===== src/rtl/mem_access_unit_if.sv =====
// Controller request/response and word-memory port bundle for mem_access_unit.
// slave = the access unit itself; master = the controller plus memory side.
interface mem_access_unit_if;
    logic        req;
    logic        we;
    logic [1:0]  size;
    logic        uns;
    logic [31:0] addr;
    logic [31:0] wdata;
    logic [31:0] rdata;
    logic        done;
    logic        err;
    logic        busy;
    logic [31:0] mem_adr;
    logic        mem_we;
    logic [31:0] mem_wd;
    logic [31:0] mem_rd;

    modport slave (
        input  req, we, size, uns, addr, wdata, mem_rd,
        output rdata, done, err, busy, mem_adr, mem_we, mem_wd
    );

    modport master (
        output req, we, size, uns, addr, wdata, mem_rd,
        input  rdata, done, err, busy, mem_adr, mem_we, mem_wd
    );
endinterface


===== src/rtl/mem_access_unit.sv =====
// Byte/half/word load-store sequencer onto a 1-cycle sync-read word memory (sub-word stores by RMW).
// done in cycle 1 (error) / 2 (sw) / 3 (load) / 4 (sb, sh); req is ignored while busy, no queuing.
module mem_access_unit #(
    parameter bit BIG_ENDIAN = 1'b1
) (
    input  logic             clk,
    input  logic             reset,
    mem_access_unit_if.slave bus
);
    typedef enum logic [2:0] {IDLE, ISSUE, WAIT, WRITE, DONE} state_t;

    state_t      state;
    logic        we_q;
    logic        uns_q;
    logic [1:0]  size_q;
    logic [1:0]  off_q;
    logic [31:0] wdata_q;
    logic [31:0] rdata_q;
    logic [31:0] mem_adr_q;
    logic [31:0] mem_wd_q;
    logic        mem_we_q;
    logic        done_q;
    logic        err_q;

    logic        bad_req;
    logic [4:0]  shamt;
    logic [31:0] lane_mask;
    logic [31:0] lane;
    logic [31:0] ext_val;
    logic [31:0] merged;

    always_comb begin
        bad_req = (bus.size == 2'b11)
               || (bus.size == 2'b01 && bus.addr[0])
               || (bus.size == 2'b10 && bus.addr[1:0] != 2'b00);
    end

    // Lane position within the word: big-endian puts the lowest offset in the top bits.
    always_comb begin
        shamt     = 5'd0;
        lane_mask = 32'hFFFF_FFFF;
        case (size_q)
            2'b00: begin
                shamt     = BIG_ENDIAN ? {~off_q, 3'b000} : {off_q, 3'b000};
                lane_mask = 32'h0000_00FF;
            end
            2'b01: begin
                shamt     = BIG_ENDIAN ? {~off_q[1], 4'b0000} : {off_q[1], 4'b0000};
                lane_mask = 32'h0000_FFFF;
            end
            default: ;
        endcase
        lane    = (bus.mem_rd >> shamt) & lane_mask;
        ext_val = lane;
        if (!uns_q) begin
            if (size_q == 2'b00 && lane[7]) begin
                ext_val = lane | 32'hFFFF_FF00;
            end else if (size_q == 2'b01 && lane[15]) begin
                ext_val = lane | 32'hFFFF_0000;
            end
        end
        merged = (bus.mem_rd & ~(lane_mask << shamt)) | ((wdata_q & lane_mask) << shamt);
    end

    always_ff @(posedge clk) begin
        if (reset) begin
            state     <= IDLE;
            we_q      <= 1'b0;
            uns_q     <= 1'b0;
            size_q    <= 2'b00;
            off_q     <= 2'b00;
            wdata_q   <= 32'd0;
            rdata_q   <= 32'd0;
            mem_adr_q <= 32'd0;
            mem_wd_q  <= 32'd0;
            mem_we_q  <= 1'b0;
            done_q    <= 1'b0;
            err_q     <= 1'b0;
        end else begin
            done_q   <= 1'b0;
            mem_we_q <= 1'b0;
            case (state)
                IDLE: begin
                    if (bus.req) begin
                        we_q      <= bus.we;
                        uns_q     <= bus.uns;
                        size_q    <= bus.size;
                        off_q     <= bus.addr[1:0];
                        wdata_q   <= bus.wdata;
                        mem_adr_q <= {bus.addr[31:2], 2'b00};
                        if (bad_req) begin
                            err_q  <= 1'b1;
                            done_q <= 1'b1;
                            state  <= DONE;
                        end else begin
                            err_q <= 1'b0;
                            state <= ISSUE;
                            // Full-word stores need no read, so the write goes out with the address.
                            if (bus.we && bus.size == 2'b10) begin
                                mem_we_q <= 1'b1;
                                mem_wd_q <= bus.wdata;
                            end
                        end
                    end
                end
                ISSUE: begin
                    if (we_q && size_q == 2'b10) begin
                        done_q <= 1'b1;
                        state  <= DONE;
                    end else begin
                        state <= WAIT;
                    end
                end
                WAIT: begin
                    if (!we_q) begin
                        rdata_q <= ext_val;
                        done_q  <= 1'b1;
                        state   <= DONE;
                    end else begin
                        mem_wd_q <= merged;
                        mem_we_q <= 1'b1;
                        state    <= WRITE;
                    end
                end
                WRITE: begin
                    done_q <= 1'b1;
                    state  <= DONE;
                end
                DONE: begin
                    err_q <= 1'b0;
                    state <= IDLE;
                end
                default: state <= IDLE;
            endcase
        end
    end

    assign bus.rdata   = rdata_q;
    assign bus.done    = done_q;
    assign bus.err     = err_q;
    assign bus.busy    = (state != IDLE);
    assign bus.mem_adr = mem_adr_q;
    assign bus.mem_wd  = mem_wd_q;
    // Gated so a reset landing on the write edge leaves memory untouched.
    assign bus.mem_we  = mem_we_q & ~reset;
endmodule


===== src/flat_wrapper.sv =====
// flat-port wrapper written by rule: the top's interface ports become plain ports
module mem_access_unit_flat 
#(
    parameter bit BIG_ENDIAN = 1'b1
)
  (clk, reset, bus_req, bus_we, bus_size, bus_uns, bus_addr, bus_wdata, bus_mem_rd, bus_rdata, bus_done, bus_err, bus_busy, bus_mem_adr, bus_mem_we, bus_mem_wd);
  mem_access_unit_if bus_i ();
  input  logic clk;
  input  logic reset;
  input wire logic [$bits(bus_i.req)-1:0] bus_req;
  input wire logic [$bits(bus_i.we)-1:0] bus_we;
  input wire logic [$bits(bus_i.size)-1:0] bus_size;
  input wire logic [$bits(bus_i.uns)-1:0] bus_uns;
  input wire logic [$bits(bus_i.addr)-1:0] bus_addr;
  input wire logic [$bits(bus_i.wdata)-1:0] bus_wdata;
  input wire logic [$bits(bus_i.mem_rd)-1:0] bus_mem_rd;
  output wire logic [$bits(bus_i.rdata)-1:0] bus_rdata;
  output wire logic [$bits(bus_i.done)-1:0] bus_done;
  output wire logic [$bits(bus_i.err)-1:0] bus_err;
  output wire logic [$bits(bus_i.busy)-1:0] bus_busy;
  output wire logic [$bits(bus_i.mem_adr)-1:0] bus_mem_adr;
  output wire logic [$bits(bus_i.mem_we)-1:0] bus_mem_we;
  output wire logic [$bits(bus_i.mem_wd)-1:0] bus_mem_wd;
  assign bus_i.req = bus_req;
  assign bus_i.we = bus_we;
  assign bus_i.size = bus_size;
  assign bus_i.uns = bus_uns;
  assign bus_i.addr = bus_addr;
  assign bus_i.wdata = bus_wdata;
  assign bus_i.mem_rd = bus_mem_rd;
  assign bus_rdata = bus_i.rdata;
  assign bus_done = bus_i.done;
  assign bus_err = bus_i.err;
  assign bus_busy = bus_i.busy;
  assign bus_mem_adr = bus_i.mem_adr;
  assign bus_mem_we = bus_i.mem_we;
  assign bus_mem_wd = bus_i.mem_wd;
  mem_access_unit #(.BIG_ENDIAN(BIG_ENDIAN)) u_core (.clk(clk), .reset(reset), .bus(bus_i));
endmodule

===== config.mk =====
export PLATFORM = sky130hd
export DESIGN_NAME = mem_access_unit_flat
export DESIGN_NICKNAME = d
export VERILOG_FILES = /design/src/rtl/mem_access_unit_if.sv /design/src/rtl/mem_access_unit.sv /design/src/flat_wrapper.sv
export SDC_FILE = /design/constraint.sdc
export NUM_CORES = 1
export LEC_CHECK = 0
export CELL_PAD_IN_SITES_DETAIL_PLACEMENT = 0
export CELL_PAD_IN_SITES_GLOBAL_PLACEMENT = 2
export CORE_MARGIN = 1.5
export CORE_UTILIZATION = 26
export CTS_CLUSTER_DIAMETER = 80
export CTS_CLUSTER_SIZE = 10
export DETAILED_ROUTE_END_ITERATION = 12
export GPL_TIMING_DRIVEN = 0
export PLACE_DENSITY = 0.78
export REMOVE_ABC_BUFFERS = 1
export SYNTH_ARGS = -nofsm -noshare
export SYNTH_HDL_FRONTEND = slang
export SYNTH_SLANG_ARGS = --single-unit

===== constraint.sdc =====
create_clock -name clk -period 2.35 [get_ports clk]
set_clock_uncertainty 0.05 [all_clocks]
set_input_delay 0.47 -clock clk [delete_from_list [all_inputs] [get_ports clk]]
set_output_delay 0.47 -clock clk [all_outputs]
set_load 0.02 [all_outputs]

==> results of run 1 <==
==> logic make-up after synthesis <==
kind of cell,after synthesis,share of synthesized area
AOI/OAI and AO/OA,254,0.295
DFF,138,0.430
muxes,6,0.00935
buffers and inverters,117,0.0754
other,1,0.000584
and+or+nand+nor,286,0.189
==> critical path, cell delays in order, from the launching register on <==
cell and delay (ns):
dfxtp_2 0.77, inv_1 0.19, a21oi_2 0.64, a221oi_1 0.26
o32ai_1 0.30
==> worst max path at each step <==
stage	end	start	cells past startpoint
after floorplan	u_core.bus.rdata[16]$_SDFFE_PP0P_	u_core.size_q[1]$_SDFFE_PP0P_	4
after global placement	u_core.bus.mem_wd[21]$_SDFFE_PP0P_	reset	5
after detailed placement	u_core.bus.mem_wd[21]$_SDFFE_PP0P_	reset	6
after CTS	u_core.bus.mem_wd[21]$_SDFFE_PP0P_	bus_size[0]	6
after global routing	u_core.bus.mem_wd[26]$_SDFFE_PP0P_	u_core.off_q[1]$_SDFFE_PP0P_	4
final	u_core.bus.mem_wd[25]$_SDFFE_PP0P_	u_core.off_q[1]$_SDFFE_PP0P_	4
==> metrics by stage <==
stage	hold slack (ns)	setup TNS (ns)	total power, uW	instances
after floorplan	0.380	-71.59	3120	726
after global placement	0.391	-420.16	3730	1250
after detailed placement	0.396	-91.97	3740	1255
after CTS	0.397	0	6570	1295
after global routing	0.417	0	6810	1298
final	0.402	0	6520	1299
==> placed cells by master (no fill, tap or decap), drive strengths merged, types with 8 or more instances in the layout <==
cell,synthesis,layout
clkdlybuf4s50,0,199
nand2,195,195
dfxtp,138,138
a21oi,86,86
nor2,48,50
inv,39,41
o32ai,24,24
a22o,23,23
clkbuf,55,20
a221oi,17,17
a211oi,16,16
a311oi,16,16
buf,22,15
o21ai,11,11
nand2b,10,10
a31oi,10,10
o211ai,9,9
a32o,9,9
nor3b,9,9
a32oi,8,8
a22oi,8,8
==> power by group through the flow <==
| stage | combinational, uW | clock (uW) | sequential (uW) |
|---|---|---|---|
| 6_report | 1140 | 2790 | 2590 |
| 5_1_grt | 1230 | 2970 | 2610 |
| 4_1_cts | 1120 | 2850 | 2600 |
| 3_5_place_dp | 1090 | 0 | 2650 |
| 3_3_place_gp | 1090 | 0 | 2640 |
| 2_1_floorplan | 440 | 0 | 2680 |
==> metal layers <==
metal	track usage	up-vias
met5	0	-
met4	0.0535	2
met3	0.0621	25
met2	0.314	204
met1	0.254	3103
li1	-	3162
==> what timing repair did <==
| action | in CTS | in global routing |
|---|---|---|
| setup endpoints to repair | 137 | 39 |
| cloned | 2 | 0 |
| gates resized for setup | 21 | 5 |
| buffers inserted | 6 | 3 |
| pin swaps | 3 | 1 |
==> registers in the layout, summed over array words and instances (netlist names) <==
| name | cells |
|---|---|
| u_core.bus.mem_wd | 32 |
| u_core.bus.done | 1 |
| u_core.wdata_q | 32 |
| u_core.uns_q | 1 |
| u_core.size_q | 2 |
| u_core.we_q | 1 |
| u_core.state | 3 |
| u_core.mem_we_q | 1 |
| u_core.bus.err | 1 |
| u_core.bus.rdata | 32 |
| u_core.off_q | 2 |
| u_core.bus.mem_adr | 30 |
==> final cells by class <==
type | count | share of cell area
tap | 324 | 0.0430
inverter | 40 | 0.0161
clock inverter | 12 | 0.0149
timing repair buffer | 214 | 0.232
multi-input combinational | 550 | 0.351
clock buffer | 20 | 0.0486
antenna | 1 | 0.000266
sequential | 138 | 0.295
==> results.py, run 1 <==
metrics = {
    "floorplan": {
        "die_h_um": 160,
        "rows": 57,
        "die_area_sq_um": 25600,
        "coreArea_sq_um": 24200,
        "io_pins": 203,
        "fp.dieW_um": 160,
        "start_util": 0.265,
    },
    "timing": {
        "hold_viol_final": 0,
        "fmax_mhz": 434,
        "slew_viol_final": 0,
        "fin_crit_ns": 2.31,
        "worst_slew_pin_slew_ns": 1.09,
        "setup_ws_ns": 0.0449,
        "rsz0062_at_grt": "no",
        "timing.slew.headroom": 0.270,
        "timing.final.crit_share": 0.981,
        "setup_viol": 0,
    },
    "final_layout": {
        "register_area_sq_um": 2780,
        "final_nets": 1064,
        "finalCoreUtilization": 0.389,
        "fillCellCount": 2511,
        "drive_above_1_share": 0.0893,
        "area_growth_pct": 46.7,
        "stdcell_area_sq_um": 9420,
        "multiInputGateArea_sq_um": 3300,
    },
    "clock_tree": {
        "cts_buffers": 17,
        "clk_latency_ns": 0.43,
        "cts_root_buffer": "clkbuf_16",
        "tritoncts": "done",
        "cts_buffer_depth": 2,
        "cts_hold_repair.buffers": 0,
        "cts.clk_slew.worst_paths_ns": 0.06,
        "htreeDepth": 4,
        "clkSinkCount": 138,
    },
    "grt": {
        "grt_max_degree": 79,
        "track_usage": 0.196,
        "grt_overflow": 0,
        "grt_pass1_wl_mm": 38.4,
        "grt_pass1_vias": 6417,
        "antenna_found_initial": 2,
    },
    "job": {
        "maxCapViolations": 0,
    },
    "outcome": {
        "outcome": "finished, final reports clean",
    },
    "drt": {
        "drtIter0Drc": 453,
        "via_count": 6496,
        "via_per_inst": 5.00,
        "wl_met2_mm": 11.8,
        "route.top_layer_used": "met5",
        "route.antenna.remaining_nets": 0,
        "wl_per_cell_um": 19.6,
        "routed_wl_mm": 25.4,
        "drcViolationCount": 0,
        "wl_met1_mm": 11.5,
        "firstDrtPassIters": 5,
        "wl_met3_mm": 1.70,
    },
    "critical_path": {
        "crit_arrival_ns": 2.59,
        "regToRegEndpoint": "u_core.bus.mem_wd[25]$_SDFFE_PP0P_",
        "timing.rr.start": "u_core.off_q[1]$_SDFFE_PP0P_",
        "cp_max_fo": 24,
        "path_class": "reg -> reg",
        "crit_path_start_kind": "register",
        "critPathCaptureType": "register",
        "ff2ff_path_depth": 4,
        "r2r_slack_ns": 0.04,
        "required_ns": 2.63,
    },
    "pwr": {
        "leakagePower_uw": 0.00319,
        "p_int_uw": 4580,
        "p_per_area_nw_per_um2": 692,
        "combPwrFrac": 0.175,
        "switching_share": 0.297,
        "pwr-share-seq": 0.397,
        "p_switching_uw": 1940,
        "vdd_drop_max_mv": 0.395,
        "p_clk_frac": 0.428,
    },
    "logic_synthesis": {
        "synth.top_cells.by_count": "nand2_1 (195), dfxtp_1 (138), a21oi_1 (85), clkbuf_1 (55), nor2_1 (47)",
        "synth_cell_types": 54,
        "avgSynthCellArea_sq_um": 8.01,
        "yosysTopAreaCell": "dfxtp_1",
        "synth_flop_cell": "dfxtp_1",
        "ys_ff_latch": 138,
        "yosys_warnings": 0,
        "synth_top_area_share": 0.430,
        "synthArstFlopShare": 0,
        "yosysSeqAreaShare": 0.430,
        "synth_area_sq_um": 6420,
        "synth_area_leaders": "dfxtp_1 (43%), nand2_1 (11%), a21oi_1 (6.6%)",
        "yosysMostFrequentCell": "nand2_1",
        "synth_edf_count": 0,
        "syn-instance-count": 802,
    },
    "hold_path": {
        "worstHoldPathType": "reg -> reg",
        "whs_endpoint": "u_core.bus.mem_adr[30]$_SDFFE_PP0P_",
        "worstHoldStart": "u_core.bus.mem_adr[30]$_SDFFE_PP0P_",
        "holdPathStages": 2,
    },
    "placed_design": {
        "hpwl_mm": 16.0,
        "gp_congestion": 0.712,
        "placed_area_sq_um": 8640,
        "numPortBuffers": 200,
        "dp_slack_ns": -1.63,
    },
}
Note: power is estimated with default switching activity, not from simulation.
==> run 2: changes to the inputs <==
--- a/config.mk
+++ b/config.mk
@@ -7,7 +7,6 @@
 export LEC_CHECK = 0
 export CELL_PAD_IN_SITES_DETAIL_PLACEMENT = 0
 export CELL_PAD_IN_SITES_GLOBAL_PLACEMENT = 2
-export CORE_MARGIN = 1.5
 export CORE_UTILIZATION = 26
 export CTS_CLUSTER_DIAMETER = 80
 export CTS_CLUSTER_SIZE = 10
==> results.py, run 2 (synthesized netlist as in run 1, its figures left out) <==
metrics = {
    "critical_path": {
        "crit_path_start_kind": "primary input",
        "crit_arrival_ns": 2.57,
        "cp_max_fo": 17,
        "r2r_slack_ns": 0.08,
        "critPathCaptureType": "register",
        "required_ns": 2.62,
        "path_class": "in -> reg",
    },
    "pwr": {
        "leakagePower_uw": 0.00324,
        "switching_share": 0.276,
        "p_int_uw": 4840,
        "vdd_drop_max_mv": 0.453,
        "combPwrFrac": 0.168,
        "p_clk_frac": 0.445,
        "pwr-share-seq": 0.387,
        "p_per_area_nw_per_um2": 707,
        "p_switching_uw": 1850,
    },
    "outcome": {
        "outcome": "finished, final reports clean",
    },
    "drt": {
        "routed_wl_mm": 24.4,
        "wl_per_cell_um": 18.8,
        "via_per_inst": 4.95,
        "route.antenna.remaining_nets": 0,
        "drcViolationCount": 0,
        "drtIter0Drc": 343,
        "firstDrtPassIters": 4,
        "via_count": 6421,
    },
    "timing": {
        "setup_ws_ns": 0.0423,
        "worst_slew_pin_slew_ns": 1.18,
        "timing.final.crit_share": 0.982,
        "slew_viol_final": 0,
        "fin_crit_ns": 2.31,
        "whs_ns": 0.402,
        "hold_viol_final": 0,
        "setup_viol": 0,
        "fmax_mhz": 433,
        "timing.slew.headroom": 0.207,
    },
    "clock_tree": {
        "htreeDepth": 4,
        "tritoncts": "done",
        "cts_buffer_depth": 2,
        "cts_root_buffer": "clkbuf_16",
        "clk_latency_ns": 0.43,
        "cts.clk_slew.worst_paths_ns": 0.06,
        "clkSinkCount": 138,
        "cts_hold_repair.buffers": 0,
        "cts_buffers": 17,
    },
    "job": {
        "maxCapViolations": 0,
    },
    "floorplan": {
        "fp.dieW_um": 159,
        "die_h_um": 159,
        "io_pins": 203,
        "start_util": 0.265,
        "coreArea_sq_um": 24200,
        "die_area_sq_um": 25300,
        "rows": 57,
    },
    "placed_design": {
        "dp_slack_ns": -1.39,
        "placed_area_sq_um": 8640,
        "numPortBuffers": 200,
        "hpwl_mm": 15.9,
        "gp_congestion": 0.738,
    },
    "grt": {
        "grt_pass1_wl_mm": 37.3,
        "track_usage": 0.191,
        "grt_max_degree": 79,
        "grt_overflow": 0,
        "grt_pass1_vias": 6262,
        "antenna_found_initial": 2,
    },
    "final_layout": {
        "final_common_cell": "clkdlybuf4s50_1",
        "final_cell_mix": "clkdlybuf4s50_1 (198), nand2_1 (193), dfxtp_1 (132), a21oi_1 (84), nor2_1 (46)",
        "n_antenna_cell": 0,
        "final_nets": 1064,
        "finalCoreUtilization": 0.391,
        "stdcell_area_sq_um": 9470,
        "drive_above_1_share": 0.0873,
        "area_growth_pct": 47.5,
    },
    "hold_path": {
        "worstHoldPathType": "reg -> reg",
    },
}
==> run 2: power by group through the flow <==
stage	sequential, uW	clock [uW]	combinational (uW)
final	2590	2980	1130
after global routing	2610	3160	1230
after CTS	2600	3050	1100
after detailed placement	2650	0	1080
after global placement	2650	0	1070
after floorplan	2680	0	440
==> run 2: final timing paths <==
kind / startpoint / endpoint / cells past startpoint
worst min register to register: u_core.bus.mem_adr[7]$_SDFFE_PP0P_ / u_core.bus.mem_adr[7]$_SDFFE_PP0P_ / 2
worst max-delay path: bus_size[0] / u_core.bus.mem_wd[21]$_SDFFE_PP0P_ / 6
worst max register to register: u_core.size_q[0]$_SDFFE_PP0P_ / u_core.bus.rdata[5]$_SDFFE_PP0P_ / 4
worst min-delay path: u_core.bus.mem_adr[7]$_SDFFE_PP0P_ / u_core.bus.mem_adr[7]$_SDFFE_PP0P_ / 2
==> run 2: what timing repair did <==
| action | CTS | global route |
|---|---|---|
| setup buffers | 4 | 5 |
| setup endpoints to repair | 135 | 55 |
| cloned | 2 | 0 |
| resized for setup | 20 | 4 |
| pin swaps | 4 | 3 |
==> run 2: final cells by class <==
type / instances / area [sq um]
clock buffers: 22 / 485
clock inverters: 10 / 161
fillers: 2550 / 14800
inverters: 40 / 151
multi-input cells: 550 / 3300
flip-flops and latches: 138 / 2780
well taps: 324 / 405
repair buffers: 214 / 2190
==> run 2: routing by layer <==
layer,share of wire,vias to the layer above,GRT usage
li1,-,3171,-
met1,0.46,3042,0.252
met2,0.46,194,0.300
met3,0.072,10,0.0664
met4,0.0050,4,0.0406
met5,0.0012,-,0
==> run 2: per-stage QoR <==
stage / std cells / setup TNS, ns / power [uW]
2_1_floorplan: 726 / -71.59 / 3120
3_3_place_gp: 1250 / -409.28 / 3720
3_5_place_dp: 1255 / -82.30 / 3730
4_1_cts: 1293 / 0 / 6760
5_1_grt: 1298 / -0.00618 / 6990
6_report: 1298 / 0 / 6690
==> run 2: critical path: stages <==
cell and delay [ns]:
clkdlybuf4s50_1 0.52, and3b_1 0.33, a21oi_2 0.30, or2_4 0.39
clkinv_2 0.25, a32o_1 0.31
